[src/rtl/symb_pkg.sv]
// Shared constants and saturation bounds for the symmetric-pair subtractor.
package symb_pkg;

  localparam int SYMB_W    = 4;
  localparam int SAT_WRAP  = 0;
  localparam int SAT_CLAMP = 1;

  // Largest signed value representable in w bits, returned wide so callers slice it.
  function automatic logic signed [63:0] sat_max(input int w);
    return (64'sd1 <<< (w - 1)) - 64'sd1;
  endfunction

  function automatic logic signed [63:0] sat_min(input int w);
    return -(64'sd1 <<< (w - 1));
  endfunction

endpackage

[src/rtl/symb_sub_core.sv]
// Combinational W+1-bit subtract of a_i - b_i with borrow/overflow flags and optional clamping.
module symb_sub_core
  import symb_pkg::*;
#(
  parameter int W   = SYMB_W,
  parameter int SAT = SAT_WRAP
) (
  input  logic [W-1:0]        a_i,
  input  logic [W-1:0]        b_i,
  output logic [W-1:0]        uns_o,
  output logic signed [W-1:0] sgn_o,
  output logic                borrow_o,
  output logic                ovf_o
);

  localparam logic signed [63:0] MAX64 = sat_max(W);
  localparam logic signed [63:0] MIN64 = sat_min(W);
  localparam logic [W-1:0]       S_MAX = MAX64[W-1:0];
  localparam logic [W-1:0]       S_MIN = MIN64[W-1:0];

  logic [W:0] diff_u;
  logic [W:0] diff_s;

  assign diff_u = {1'b0, a_i} - {1'b0, b_i};
  assign diff_s = {a_i[W-1], a_i} - {b_i[W-1], b_i};

  always_comb begin
    borrow_o = diff_u[W];
    // The extended sign disagreeing with bit W-1 is exactly "operand signs differ
    // and the result sign differs from the minuend".
    ovf_o    = diff_s[W] ^ diff_s[W-1];
    uns_o    = diff_u[W-1:0];
    sgn_o    = diff_s[W-1:0];
    if (SAT == SAT_CLAMP) begin
      if (diff_u[W]) uns_o = '0;
      if (ovf_o)     sgn_o = a_i[W-1] ? S_MIN : S_MAX;
    end
  end

endmodule

[src/rtl/symb_sub_pipe.sv]
// Two-stage valid/ready pipeline around symb_sub_core: stage 1 holds operands, stage 2 holds results.
module symb_sub_pipe
  import symb_pkg::*;
#(
  parameter int W   = SYMB_W,
  parameter int SAT = SAT_WRAP
) (
  input  logic                clk,
  input  logic                rst_n,
  input  logic                in_valid,
  output logic                in_ready,
  input  logic [W-1:0]        d1,
  input  logic [W-1:0]        d2,
  output logic                out_valid,
  input  logic                out_ready,
  output logic [W-1:0]        unsigned_out,
  output logic signed [W-1:0] signed_out,
  output logic                borrow,
  output logic                ovf
);

  // Handshake: a transfer happens on a rising edge where valid && ready; valid never
  // depends on ready, and a stage only reloads when its contents are consumed or empty.
  logic                s1_v_q, s2_v_q;
  logic [W-1:0]        d1_q, d2_q;
  logic [W-1:0]        uns_q;
  logic signed [W-1:0] sgn_q;
  logic                borrow_q, ovf_q;

  logic                adv1, adv2;
  logic [W-1:0]        uns_d;
  logic signed [W-1:0] sgn_d;
  logic                borrow_d, ovf_d;

  assign adv2      = !s2_v_q || out_ready;
  assign adv1      = !s1_v_q || adv2;
  assign in_ready  = adv1;
  assign out_valid = s2_v_q;

  symb_sub_core #(.W(W), .SAT(SAT)) u_core (
    .a_i      (d1_q),
    .b_i      (d2_q),
    .uns_o    (uns_d),
    .sgn_o    (sgn_d),
    .borrow_o (borrow_d),
    .ovf_o    (ovf_d)
  );

  always_ff @(posedge clk or negedge rst_n) begin
    if (!rst_n) begin
      s1_v_q <= 1'b0;
      d1_q   <= '0;
      d2_q   <= '0;
    end else if (adv1) begin
      s1_v_q <= in_valid;
      if (in_valid) begin
        d1_q <= d1;
        d2_q <= d2;
      end
    end
  end

  // Result registers only load from a valid stage 1, so an empty pipe keeps its last output.
  always_ff @(posedge clk or negedge rst_n) begin
    if (!rst_n) begin
      s2_v_q   <= 1'b0;
      uns_q    <= '0;
      sgn_q    <= '0;
      borrow_q <= 1'b0;
      ovf_q    <= 1'b0;
    end else if (adv2) begin
      s2_v_q <= s1_v_q;
      if (s1_v_q) begin
        uns_q    <= uns_d;
        sgn_q    <= sgn_d;
        borrow_q <= borrow_d;
        ovf_q    <= ovf_d;
      end
    end
  end

  assign unsigned_out = uns_q;
  assign signed_out   = sgn_q;
  assign borrow       = borrow_q;
  assign ovf          = ovf_q;

endmodule

[config.mk]
export PLATFORM = sky130hd
export DESIGN_NAME = symb_sub_pipe
export DESIGN_NICKNAME = d
export VERILOG_FILES = /design/src/rtl/symb_pkg.sv /design/src/rtl/symb_sub_core.sv /design/src/rtl/symb_sub_pipe.sv
export SDC_FILE = /design/constraint.sdc
export NUM_CORES = 1
export LEC_CHECK = 0
export CORE_MARGIN = 3
export CORE_UTILIZATION = 45
export CTS_CLUSTER_SIZE = 10
export DETAILED_ROUTE_END_ITERATION = 6
export GPL_TIMING_DRIVEN = 1
export PLACE_DENSITY = 0.77
export SLEW_MARGIN = 5
export SYNTH_ARGS = -nofsm -noshare
export SYNTH_HDL_FRONTEND = slang
export SYNTH_SLANG_ARGS = --single-unit
[constraint.sdc]
create_clock -name clk -period 1.95 [get_ports clk]
set_clock_uncertainty 0.05 [all_clocks]
set_input_delay 0.39 -clock clk [delete_from_list [all_inputs] [get_ports clk]]
set_output_delay 0.39 -clock clk [all_outputs]
set_load 0.02 [all_outputs]
==> summary.md <==
| Metric | Value |
|---|---|
| Multi-input gate area | 373 sq um |
| Initial Utilization | between 50% and 60% |
| DP Worst Slack | -0.116 ns |
| Max-slew violations | 0 |
| Worst slew pin tran | 0.391 ns |
| Fin crit period | 1.84 ns |
| Netlist cell types | 20 |
| Max_cap viols | 0 |
| Post-route ant nets | 0 |
| Die W | 48.7 um |
| Pre-antenna DRT Iters | 3 |
| # rows | 14 |
| Top_reg_cell synth | dfrtp_1 |
| Pwr Density | 1110 nW/um^2 |
| Commonest cells post-synth | dfrtp_1 (16), mux2_4 (8), inv_1 (5), nand2_1 (5) |
| Die height | slightly below 50 um |
| Layout cells sized above 1 | 23.3% |
| Remaining global-route overflow | 0 |
| GP Congestion | 0.659 |
| Worst rel slew slack | approximately 74% |
| Residual DRC | 0 |
| Post-Synthesis Cells | 62 |
| Antenna Cells | 0 |
| CTS-repair resized insts | 1 |
| Syn_nets | 79 |
| Max VDD drop | 0.496 mV |
| Number of setup buffers added after CTS | 0 |
| Initial antenna violation count | 0 |
| I/O pin count | 24 |
| Final Cycle Share | between 90 and 100% |
| Startpoint types | flip-flop |
| RSZ-0062 raised after global routing | false |
| Drt wl/cell | 11.8 um |
| Clock Root Buffer | clkbuf_4 |
| Synth area leader | dfrtp_1 |
| CTS tree | yes |
| Post-synth top area share | 48.7% |
| Vias per Instance | 4.65 |
| Largest net degree at the start of global routing | 11 |
| Worst-path clk slew | around 0.08 ns |
| All-layer global routing usage | 13.2% |
| Vias in the first global route | 566 |
| Area grow syn2layout | 32.4% |
| DR iter-0 viols | 2 |
| Synth Area per Inst | ~13 sq um |
| Hold Path Class | primary input to asynchronous set/reset pin |
| Final Hold Viols | 0 |
| EDFF count, synth | 0 |
| Worst-Skew Late Latency | ~0.28 ns |
| Status | completed |
| Sink Count | 16 |
| Worst endpoint required time | 2.07 ns |
| H-tree lvl count | 1 |
| Hpwl dp | 1150 um |
| Kind of end point of the critical path | flip-flop |
| Synthesized cell area | 822 sq um |
| Static Leak | just over 0.0005 uW |
| First-pass GRT wire length | 2390 um |
| Detailed-route wire length | 1300 um |
| Worst setup margin | 0.112 ns |
| CTS max path bufs | 2 |
| I/O Buffers | 23 |
| Final Util | 67.5% |
| Nets | about 110 |
| Area contributors post-synth | dfrtp_1 (49%), mux2_4 (15%), ha_1 (6.1%) |
| Via count | 511 |
| Final setup violating endpoints | 0 |
| Fmax | between 500 and 600 MHz |
| Register Area | 400 sq um |
| CP Data Arrival Time | 1.95 ns |
| Worst-path fanout max | 2 |
| Total CTS buffers | 3 |
| Die area | between 2000 and 2500 sq um |
| Seq/Total Area, Yosys | 48.7% |
| Yosys reg bits | 16 |
| Hold_buf cts | 0 |
| WS Path Type | flip-flop to flip-flop |
| # fillers | 137 |
| Most common cell in the netlist | dfrtp_1 |
| Core region area | 1610 sq um |
| Synth warn | 0 |
| Synth async-reset ratio | 100% |
-- stage by stage --
step	instances	hold WS, ns	TNS, ns	total power, uW	area, sq um
after floorplan	62	0.0444	0	851	822
after global placement	107	0.416	-0.0739	1040	1070
after detailed placement	107	0.427	-0.116	1070	1070
after CTS	110	0.349	0	1230	1090
after global routing	110	0.369	0	1300	1090
final	110	0.344	0	1210	1090
-- worst max-delay path, cell delays in order (launching register included) --
cell	delay, ns
dfrtp_1	0.39
inv_1	0.07
ha_1	0.17
inv_1	0.06
fa_1	0.39
a21o_1	0.20
a21oi_2	0.16
xor2_1	0.16
o21ai_1	0.07
-- final timing paths --
check / from / end / slack [ns] / cells after the start
setup / recovery: d1_q[0] / ovf / 0.11 / 8
hold / removal: rst_n / d1_q[0] / 0.34 / 1
setup reg to reg: d1_q[0] / ovf / 0.11 / 8
hold reg to reg: ovf / ovf / 0.45 / 2
max in group asynchronous: rst_n / unsigned_out[3] / 1.05 / 2
min in group clk: ovf / ovf / 0.45 / 2
-- layer usage --
| layer | wire (um) | global-route usage (%) | vias to the layer above |
|---|---|---|---|
| met5 | 0 | 0 | - |
| met4 | 17 | 5.69 | 0 |
| met3 | 88 | 3.68 | 3 |
| met2 | 685 | 25.1 | 20 |
| met1 | 504 | 13.2 | 235 |
| li1 | - | - | 253 |
-- cell type report --
type,instances,share of cell area [%]
inverters,5,1.72
repair buffers,25,22.4
multi-input cells,37,34.3
flip-flops and latches,16,36.8
clock buffers,3,2.07
well taps,24,2.76
-- cell families (layout without fill, tap and decap cells) --
kind of cell	Yosys count	in the layout	share of synthesized area, %
muxes	10	10	17.4
and+or+nand+nor	11	11	10.2
AOI/OAI and AO/OA	8	8	6.09
xor gates and xnor gates	3	3	3.20
adders and majority gates	5	5	8.52
DFF	16	16	48.7
buffers and inverters	9	33	5.94
-- flip-flops by register name, summed over array words and instances (netlist names) --
register      cells
borrow            1
d1_q              4
d2_q              4
out_valid         1
ovf               1
s1_v_q            1
unsigned_out      4
-- power by group --
group          switching [uW]  internal, uW
logic                     268           307
registers                55.3           415
clock network            92.5          71.6
-- cells in the final DEF, fill, tap and decap left out --
| cell type | instances |
|---|---|
| fa_1 | 1 |
| mux2_4 | 8 |
| a21oi_1 | 1 |
| a21oi_2 | 1 |
| a21o_1 | 1 |
| nand2_1 | 5 |
| nand2_8 | 1 |
| ha_1 | 4 |
| dlygate4sd2_1 | 1 |
| o21ai_1 | 2 |
| inv_1 | 5 |
| clkdlybuf4s50_1 | 22 |
| clkbuf_4 | 3 |
| mux2_2 | 2 |
| nand2b_1 | 3 |
| dfrtp_1 | 16 |
| xnor2_1 | 2 |
| nand3b_4 | 1 |
| o21ai_0 | 2 |
| nand2_2 | 1 |
| xor2_1 | 1 |
| buf_4 | 2 |
| o21ai_2 | 1 |
No activity file was read; power rests on OpenSTA's default activity.
